--- config.mk ---
export PLATFORM = sky130hd
export DESIGN_NAME = draw_scheduler
export DESIGN_NICKNAME = d
export VERILOG_FILES = /design/src/rtl/draw_pkg.sv /design/src/rtl/draw_phase_timer.sv /design/src/rtl/draw_scheduler.sv
export SDC_FILE = /design/constraint.sdc
export NUM_CORES = 1
export LEC_CHECK = 0
export CORE_UTILIZATION = 46
export DETAILED_ROUTE_END_ITERATION = 8
export PLACE_DENSITY = 0.8
export SLEW_MARGIN = 20
export SYNTH_ARGS = -nofsm -noshare
export SYNTH_HDL_FRONTEND = slang
export SYNTH_SLANG_ARGS = --single-unit
--- constraint.sdc ---
create_clock -name clk -period 2.6 [get_ports clk]
set_input_delay 0.52 -clock clk [delete_from_list [all_inputs] [get_ports clk]]
set_output_delay 0.52 -clock clk [all_outputs]
set_load 0.05 [all_outputs]
--- src/rtl/draw_pkg.sv ---
`default_nettype none
// +----------------------------------------------------------------------------+
// | Package     : draw_pkg                                                     |
// | Description : Shared types and constants for the VGA draw scheduler:      |
// |               phase state encoding, pixel field widths, screen size and    |
// |               the packed frame-buffer write record.                        |
// | Revision    : 1.0 - initial release                                        |
// +----------------------------------------------------------------------------+
package draw_pkg;

  localparam int X_W     = 8;
  localparam int Y_W     = 8;
  localparam int COLOR_W = 12;

  localparam int H_PIX   = 160;
  localparam int V_PIX   = 120;

  // Encoding is visible on the state output, so the values are fixed.
  typedef enum logic [1:0] {
    ST_CLEAR = 2'b00,
    ST_PLOT  = 2'b01,
    ST_IDLE  = 2'b11
  } draw_state_e;

  typedef struct packed {
    logic               we;
    logic [X_W-1:0]     x;
    logic [Y_W-1:0]     y;
    logic [COLOR_W-1:0] color;
  } fb_wr_t;

endpackage : draw_pkg
`default_nettype wire

--- src/rtl/draw_phase_timer.sv ---
`default_nettype none
// +----------------------------------------------------------------------------+
// | Module      : draw_phase_timer                                             |
// | Description : Loadable phase cycle counter with a budget compare.          |
// |               The count returns to zero whenever load_i is high and        |
// |               advances while en_i is high; timeout_o flags the cycle in    |
// |               which the count equals limit_i (budget - 1).                 |
// | Ports       : clk, rst_n   - clock, asynchronous active-low reset          |
// |               load_i       - restart the count at zero                     |
// |               en_i         - count this cycle (phase active)               |
// |               limit_i      - last cycle index allowed in the phase         |
// |               timeout_o    - budget exhausted in this cycle                |
// | Revision    : 1.0 - initial release                                        |
// +----------------------------------------------------------------------------+
module draw_phase_timer #(
  parameter int CNT_W = 15
) (
  input  logic             clk,
  input  logic             rst_n,
  input  logic             load_i,
  input  logic             en_i,
  input  logic [CNT_W-1:0] limit_i,
  output logic             timeout_o
);

  logic [CNT_W-1:0] cnt_q;
  logic [CNT_W-1:0] cnt_d;

  always_comb begin
    cnt_d = cnt_q;
    if (load_i) begin
      cnt_d = '0;
    end else if (en_i) begin
      cnt_d = cnt_q + CNT_W'(1);
    end
  end

  always_ff @(posedge clk or negedge rst_n) begin
    if (!rst_n) begin
      cnt_q <= '0;
    end else begin
      cnt_q <= cnt_d;
    end
  end

  assign timeout_o = en_i && (cnt_q == limit_i);

endmodule : draw_phase_timer
`default_nettype wire

--- src/rtl/draw_scheduler.sv ---
`default_nettype none
// +----------------------------------------------------------------------------+
// | Module      : draw_scheduler                                               |
// | Description : Frame sequencer and frame-buffer write arbiter for the VGA   |
// |               clear engine and sine plotter. Each frame period it runs     |
// |               CLEAR, then PLOT, then IDLE, bounding each phase by a cycle  |
// |               budget and forwarding only the granted client's pixels.     |
// | Ports       : clk, rst_n            - clock, async active-low reset        |
// |               man_in                - hold off new frame starts           |
// |               clr_* / plt_*         - client start/abort pulses, pixel     |
// |                                       stream and done inputs              |
// |               fb_we/x/y/color       - registered frame-buffer write port   |
// |               frame_tick            - last cycle of each frame period      |
// |               state                 - 00 CLEAR, 01 PLOT, 11 IDLE           |
// |               overrun               - sticky, set by any abort             |
// | Build option: DRAW_SCHED_STATS_EN adds saturating clr_abort_cnt,           |
// |               plt_abort_cnt and frames_cnt outputs.                        |
// | Revision    : 1.0 - initial release                                        |
// +----------------------------------------------------------------------------+
module draw_scheduler
  import draw_pkg::*;
#(
  parameter int FRAME_CYCLES = 500000,
  parameter int CLEAR_BUDGET = H_PIX * V_PIX,
  parameter int PLOT_BUDGET  = H_PIX
) (
  input  logic               clk,
  input  logic               rst_n,
  input  logic               man_in,

  output logic               clr_start,
  output logic               clr_abort,
  input  logic               clr_valid,
  input  logic [X_W-1:0]     clr_x,
  input  logic [Y_W-1:0]     clr_y,
  input  logic [COLOR_W-1:0] clr_color,
  input  logic               clr_done,

  output logic               plt_start,
  output logic               plt_abort,
  input  logic               plt_valid,
  input  logic [X_W-1:0]     plt_x,
  input  logic [Y_W-1:0]     plt_y,
  input  logic [COLOR_W-1:0] plt_color,
  input  logic               plt_done,

  output logic               fb_we,
  output logic [X_W-1:0]     fb_x,
  output logic [Y_W-1:0]     fb_y,
  output logic [COLOR_W-1:0] fb_color,

  output logic               frame_tick,
  output logic [1:0]         state,
  output logic               overrun
`ifdef DRAW_SCHED_STATS_EN
  ,
  output logic [7:0]         clr_abort_cnt,
  output logic [7:0]         plt_abort_cnt,
  output logic [15:0]        frames_cnt
`endif
);

  localparam int FRAME_W    = (FRAME_CYCLES > 1) ? $clog2(FRAME_CYCLES) : 1;
  localparam int MAX_BUDGET = (CLEAR_BUDGET > PLOT_BUDGET) ? CLEAR_BUDGET : PLOT_BUDGET;
  localparam int PHASE_W    = (MAX_BUDGET > 1) ? $clog2(MAX_BUDGET) : 1;

  localparam logic [FRAME_W-1:0] FRAME_LAST = FRAME_W'(FRAME_CYCLES - 1);
  localparam logic [PHASE_W-1:0] CLR_LIMIT  = PHASE_W'(CLEAR_BUDGET - 1);
  localparam logic [PHASE_W-1:0] PLT_LIMIT  = PHASE_W'(PLOT_BUDGET - 1);

  // Both phases plus the start/exit handoffs must fit in one frame, so a
  // frame tick can only ever be seen while IDLE.
  if ((CLEAR_BUDGET < 1) || (PLOT_BUDGET < 1) ||
      (CLEAR_BUDGET + PLOT_BUDGET + 4 > FRAME_CYCLES)) begin : g_param_check
    $error("draw_scheduler: budgets must be >= 1 and CLEAR_BUDGET + PLOT_BUDGET + 4 <= FRAME_CYCLES");
  end

  draw_state_e        state_q, state_d;
  logic [FRAME_W-1:0] frame_cnt_q, frame_cnt_d;
  logic               clr_start_q, clr_start_d;
  logic               plt_start_q, plt_start_d;
  logic               overrun_q, overrun_d;
  fb_wr_t             wr_q, wr_d;

  logic               phase_active;
  logic               phase_exit;
  logic               phase_timeout;
  logic [PHASE_W-1:0] phase_limit;

  // ---------------------------------------------------------------------------
  // Free-running frame period counter (ignores man_in)
  // ---------------------------------------------------------------------------
  assign frame_tick  = (frame_cnt_q == FRAME_LAST);
  assign frame_cnt_d = frame_tick ? '0 : frame_cnt_q + FRAME_W'(1);

  // ---------------------------------------------------------------------------
  // Phase budget timer: held at zero in IDLE and reloaded on every phase
  // exit, so each phase sees cycle 0 on its first (start-pulse) cycle.
  // ---------------------------------------------------------------------------
  assign phase_active = (state_q != ST_IDLE);
  assign phase_limit  = (state_q == ST_PLOT) ? PLT_LIMIT : CLR_LIMIT;

  draw_phase_timer #(
    .CNT_W (PHASE_W)
  ) u_phase_timer (
    .clk       (clk),
    .rst_n     (rst_n),
    .load_i    (!phase_active || phase_exit),
    .en_i      (phase_active),
    .limit_i   (phase_limit),
    .timeout_o (phase_timeout)
  );

  // ---------------------------------------------------------------------------
  // Phase sequencer. Done wins over a coincident timeout, so the abort is
  // only raised when the budget runs out without the client finishing.
  // ---------------------------------------------------------------------------
  always_comb begin
    state_d     = state_q;
    phase_exit  = 1'b0;
    clr_start_d = 1'b0;
    plt_start_d = 1'b0;
    clr_abort   = 1'b0;
    plt_abort   = 1'b0;
    case (state_q)
      ST_IDLE: begin
        if (frame_tick && !man_in) begin
          state_d     = ST_CLEAR;
          clr_start_d = 1'b1;
        end
      end
      ST_CLEAR: begin
        if (clr_done || phase_timeout) begin
          phase_exit  = 1'b1;
          state_d     = ST_PLOT;
          plt_start_d = 1'b1;
          clr_abort   = !clr_done;
        end
      end
      ST_PLOT: begin
        if (plt_done || phase_timeout) begin
          phase_exit = 1'b1;
          state_d    = ST_IDLE;
          plt_abort  = !plt_done;
        end
      end
      default: begin
        state_d = ST_IDLE;
      end
    endcase
  end

  assign overrun_d = overrun_q || clr_abort || plt_abort;

  // ---------------------------------------------------------------------------
  // Write-port mux: selection follows the current phase, so the exit cycle
  // still forwards the outgoing client's pixel. Non-granted ports give zero.
  // ---------------------------------------------------------------------------
  always_comb begin
    wr_d = '0;
    case (state_q)
      ST_CLEAR: begin
        wr_d.we    = clr_valid;
        wr_d.x     = clr_x;
        wr_d.y     = clr_y;
        wr_d.color = clr_color;
      end
      ST_PLOT: begin
        wr_d.we    = plt_valid;
        wr_d.x     = plt_x;
        wr_d.y     = plt_y;
        wr_d.color = plt_color;
      end
      default: begin
        wr_d = '0;
      end
    endcase
  end

  always_ff @(posedge clk or negedge rst_n) begin
    if (!rst_n) begin
      state_q     <= ST_IDLE;
      frame_cnt_q <= '0;
      clr_start_q <= 1'b0;
      plt_start_q <= 1'b0;
      overrun_q   <= 1'b0;
      wr_q        <= '0;
    end else begin
      state_q     <= state_d;
      frame_cnt_q <= frame_cnt_d;
      clr_start_q <= clr_start_d;
      plt_start_q <= plt_start_d;
      overrun_q   <= overrun_d;
      wr_q        <= wr_d;
    end
  end

  assign clr_start = clr_start_q;
  assign plt_start = plt_start_q;
  assign overrun   = overrun_q;
  assign state     = state_q;
  assign fb_we     = wr_q.we;
  assign fb_x      = wr_q.x;
  assign fb_y      = wr_q.y;
  assign fb_color  = wr_q.color;

`ifdef DRAW_SCHED_STATS_EN
  // ---------------------------------------------------------------------------
  // Saturating event counters. A started frame is marked by the clear start
  // pulse, which only fires when a frame actually begins.
  // ---------------------------------------------------------------------------
  logic [7:0]  clr_abort_cnt_q;
  logic [7:0]  plt_abort_cnt_q;
  logic [15:0] frames_cnt_q;

  always_ff @(posedge clk or negedge rst_n) begin
    if (!rst_n) begin
      clr_abort_cnt_q <= '0;
      plt_abort_cnt_q <= '0;
      frames_cnt_q    <= '0;
    end else begin
      if (clr_abort && (clr_abort_cnt_q != 8'hFF)) begin
        clr_abort_cnt_q <= clr_abort_cnt_q + 8'd1;
      end
      if (plt_abort && (plt_abort_cnt_q != 8'hFF)) begin
        plt_abort_cnt_q <= plt_abort_cnt_q + 8'd1;
      end
      if (clr_start_q && (frames_cnt_q != 16'hFFFF)) begin
        frames_cnt_q <= frames_cnt_q + 16'd1;
      end
    end
  end

  assign clr_abort_cnt = clr_abort_cnt_q;
  assign plt_abort_cnt = plt_abort_cnt_q;
  assign frames_cnt    = frames_cnt_q;
`endif

endmodule : draw_scheduler
`default_nettype wire

# Word level (Yosys, flattened, before mapping)
# Index checks and enable logic that the tools add are counted.
# totals
regBits	68
in_bits	63
out_inout_bits	37
elab_cells	53
# classes
add_sub_neg	2
eq_ne	8
mux	19
reduce_logical	14
# op_table
op	count
29-bit case mux with 2 select lines	1
15-bit 2-to-1 mux	3
19-bit by 1-bit adder with 19-bit output (second input constant)	1
19-bit equality test (second input constant)	1
19-bit 2-to-1 mux	1
15-bit by 1-bit adder with 15-bit output (second input constant)	1
15-bit equality test	1
1-bit 2-to-1 mux	9
2-bit 2-to-1 mux	3
2-bit inequality test (second input constant)	3
2-bit case mux with 3 select lines	1
1-bit logical OR	5
1-bit logical NOT	4
3-bit AND reduction	1
2-bit by 1-bit equality test with 1-bit output (second input constant)	1
2-bit equality test (second input constant)	1
1-bit logical AND	2
2-bit logical NOT	1
2-bit by 1-bit inequality test with 1-bit output (second input constant)	1
1-bit case mux with 2 select lines	1
2-bit nonzero test	1

# Longest topological paths before layout
# depth
ltp_word	9
depth_mapped	8
ltp_nobuf	7

# By module
# Synthesis repeated with hierarchy kept, for this count alone.
# unflattened
hier_cells	275
hier_area_um2	3235.6
# by_module_without_submodules
module	n_inst	cells_each	area_each_um2	seq_area_each_um2
draw_scheduler	1	174	2224.6	1328.8
draw_phase_timer	1	101	1011.0	375.4

# Worst setup path before layout
# No wires, ideal clock.
# synth_path
kind	register to output
from	register state_q[0] (netlist: state[0])
to	output clr_abort
arrival_ns	2.439
t_required_ns	2.080
slack_ns	-0.359
path_stages_with_launch	6
n_path_buf	0
path_cell_list	dfstp_2 -> ha_1 -> or4b_1 -> nor3_2 -> o21ai_2 -> nor2_1
# synth_between
elab_chain_cells	7
elab_cells_between_ends	9
cone_classes	3 x eq/ne; 3 x mux; 3 x reduce/logical
# synth_lines
item	line	rtl
from (decl)	draw_scheduler.sv:78	draw_state_e state_q, state_d;
from (signal assigned)	draw_scheduler.sv:189	state_q <= state_d;
2-bit by 1-bit equality test with 1-bit output	draw_scheduler.sv:101	assign phase_limit = (state_q == ST_PLOT) ? PLT_LIMIT : CLR_LIMIT;
15-bit 2-to-1 mux	draw_scheduler.sv:101	
15-bit equality test	draw_phase_timer.sv:46	assign timeout_o = en_i && (cnt_q == limit_i);
1-bit logical AND	draw_phase_timer.sv:46	
1-bit logical OR	draw_scheduler.sv:133	if (clr_done || phase_timeout) begin
1-bit 2-to-1 mux	draw_scheduler.sv:133	
1-bit 2-to-1 mux (*)	draw_scheduler.sv:125	case (state_q)
to (decl)	draw_scheduler.sv:32	output logic clr_abort,
# Mark *: on every way between the ends. The rest lies on a longest branch, timed or not.

# Worst setup path in the final report
# Same ends and word-level chain as after synthesis.

==> results.py <==
metrics = {
    "status": {
        "outcome": "finished, final reports clean",
    },
    "drt": {
        "final_antenna_net_count": 0,
        "wl_um": 6620,
        "drt-vias-per-instance": 5.29,
        "drc_errors": 0,
        "drt_iter0_markers": 131,
        "avgRoutedWirePerCell_um": 14.8,
        "dr.pass1.iters": 4,
        "routed-via-count": 2361,
    },
    "timing": {
        "clock.fmax_mhz": 386,
        "setup_slack_ns": 0.0114,
        "skew_ns": 0.0123,
        "fin_hold_ws_ns": 0.179,
        "max_slew.worst_pin.slew_ns": 0.622,
        "layout_worst_path_cycle_share": 0.996,
        "relSlewSlack": 0.582,
        "hold_viol_final": 0,
        "setup_viol": 0,
        "rsz0062_at_grt": "yes",
        "min_period_ns": 2.59,
        "report.final.slew_viol_count": 0,
    },
    "grt": {
        "antenna_found_initial": 0,
        "grt_use_total": 0.221,
        "grt_pass1_wl_um": 10900,
        "grt_pass1_vias": 2273,
        "overflow": 0,
        "grt_start_max_net_pins": 69,
    },
    "layout": {
        "nFillCells": 474,
        "drive_above_1_share": 0.133,
        "nNetsFinal": 433,
        "area_growth_pct": 47.5,
        "diodes": 0,
    },
    "clocking": {
        "cts_root_buf": "clkbuf_8",
        "clock_latency_ns": 0.35,
        "cts_tree": "done",
        "h-tree-depth": 3,
        "hold_buffers": 0,
        "cts_buffer_depth": 2,
        "cts_sinks": 68,
        "clkTransAtPathRegs_ns": 0.08,
        "cts_made_buffers": 9,
    },
    "place": {
        "place_hpwl_um": 4700,
        "gp_congestion": 0.881,
        "place_ws_ns": 0.131,
        "numPortBuffers": 99,
    },
    "critical_path": {
        "max_stage_delay_ns": 0.56,
        "crit_fanout": 4,
        "worstSetupEndpointType": "output pin",
        "timing.rr.start": "state[0]",
        "cp.arrival_ns": 2.07,
        "worstPathRequired_ns": 2.08,
        "crit_chain": "ha_4 > or4b_4 > nor3_4 > o21ai_4 > nor2_4 > buf_12",
        "crit_type": "register to output pin",
        "worstSetupStartpoint": "state[0]",
        "start_kind": "register",
        "slowest_stage": "dfstp_2",
    },
    "logic_synthesis": {
        "yosys.cell_types.count": 41,
        "synth_edf_count": 0,
        "async_flop_share": 1.00,
        "synth.avg_cell_area_um2": 11.9,
        "synth_common_cells": "66 x dfrtp_1, 29 x a22o_1, 21 x nor3_1",
        "ys_ff_latch": 68,
        "yosysTopAreaCell": "dfrtp_1",
        "synthCells": 251,
        "synth_ff_type": "dfrtp_1",
        "seq_area_frac_synth": 0.568,
        "netlist_top_cells_area": "dfrtp_1 55%, a22o_1 8.5%, xnor2_1 4.1%",
        "yosys.area.top_type_share": 0.551,
        "syn_area_mm2": 0.00300,
        "yosysMostFrequentCell": "dfrtp_1",
        "synth_fp_nets": 320,
        "ys_warn_count": 0,
    },
    "job": {
        "cap_violations": 0,
    },
    "power": {
        "netSwitchingFraction": 0.422,
        "intPower_w": 0.00258,
        "power_density_mw_per_mm2": 1010,
        "pwr-share-clk": 0.195,
        "switching_power_w": 0.00188,
        "power_frac_seq": 0.309,
        "power_frac_comb": 0.496,
        "total_leakage_power_nw": 1.93,
        "vdd_drop_max_mv": 0.618,
    },
    "floorplanning": {
        "pin_count": 100,
        "start_util": 0.475,
        "dieArea_mm2": 0.00684,
        "dieHeight_um": 82.7,
        "rows": 29,
        "core_mm2": 0.00631,
        "dieWidth_um": 82.7,
    },
    "worst_hold_path": {
        "hp-class": "primary input to asynchronous set/reset pin",
    },
}
[worst paths after layout]
check	cells past startpoint	to	slack (ns)
worst min-delay path	2	u_phase_timer.cnt_q[13]	0.18
min in group clk	1	overrun	0.47
worst min register to register	1	overrun	0.47
worst max register to register	7	u_phase_timer.cnt_q[3]	0.33
worst max-delay path	6	clr_abort	0.01
max in group asynchronous	2	state[1]	2.09
[sequential cells by signal (all words and copies together), names as in the netlist, 2 cells and up]
name / cells
fb_y: 8
state: 2
frame_cnt_q: 19
fb_color: 12
u_phase_timer.cnt_q: 15
fb_x: 8
[cell type report]
cell class / instances / area, µm² / area share
Sequential cell: 68 / 1700 / 0.386
Inverter: 6 / 22.5 / 0.00509
Tap cell: 77 / 96.3 / 0.0218
Clock inverter: 7 / 75.1 / 0.0170
Timing Repair Buffer: 112 / 1130 / 0.256
Clock buffer: 9 / 124 / 0.0280
Multi-Input combinational cell: 167 / 1270 / 0.287
[critical path, delay by kind of cell (launching register included)]
| kind | cells | cell delay (ns) |
|---|---|---|
| compound gates | 1 | 0.11 |
| fa+ha+maj | 1 | 0.13 |
| buf+inv | 1 | 0.14 |
| flops | 1 | 0.56 |
| simple gates | 3 | 0.78 |
[cells in the final DEF, fill, tap and decap left out, types with 2 or more instances in the layout]
master and n:
or4_1 2, nor3_1 21, nor2b_1 2, nor3_4 2, nand4b_1 3, clkinvlp_4 3, xor2_1 14, buf_4 11
clkbuf_8 9, nand2_1 12, inv_1 6, ha_1 5, buf_12 4, nand3_1 7, a22o_1 29, and3_1 6
inv_6 2, nor2_1 12, nor2_4 2, xnor2_1 14, dfstp_2 2, dfrtp_1 66, nand2b_1 4, nand4_1 8
nor4b_1 2, clkdlybuf4s50_1 95, mux2i_1 5
[through the flow]
| stage | instances | power [W] | setup TNS, ns | util | area (µm²) |
|---|---|---|---|---|---|
| floorplan | 251 | 0.00280 | 0 | - | 3010 |
| global placement | 424 | 0.00350 | 0 | 0.656 | 4140 |
| detailed placement | 424 | 0.00353 | 0 | 0.656 | 4140 |
| CTS | 444 | 0.00448 | -0.105 | 0.698 | 4410 |
| global route | 446 | 0.00468 | -0.111 | 0.700 | 4420 |
| finish | 446 | 0.00446 | 0 | 0.700 | 4420 |
[per-layer routing]
layer	vias up	track usage	share of wire
li1	1124	-	-
met1	1133	0.271	0.43
met2	89	0.325	0.46
met3	15	0.0868	0.081
met4	0	0.133	0.035
met5	-	0	0
[kinds of logic (layout without fill, tap and decap cells)]
logic type               count (synthesis)  count (layout)  share of synthesized area
AO/OA/AOI/OAI                           37              37                      0.112
XOR/XNOR                                28              28                     0.0818
adder cells (fa/ha/maj)                  6               6                     0.0250
buffers and inverters                   16             134                     0.0242
flip-flops                              68              68                      0.568
multiplexers                             6               6                     0.0217
AND/OR/NAND/NOR                         90              90                      0.167
[power by group through the flow]
stage	registers [W]	logic (W)	clock network, W
after floorplan	0.00221	0.000593	0
after global placement	0.00141	0.00209	0
after detailed placement	0.00142	0.00211	0
after CTS	0.00138	0.00222	0.000888
after global routing	0.00140	0.00234	0.000937
final	0.00138	0.00221	0.000873
[what timing repair did]
action | CTS | global route
pin swaps | 4 | 3
gates resized for setup | 7 | 0
endpoints found under the setup margin | 2 | 2
endpoints found under the hold margin | 0 | 0
setup buffers | 4 | 2
No activity file was read; power rests on OpenSTA's default activity.
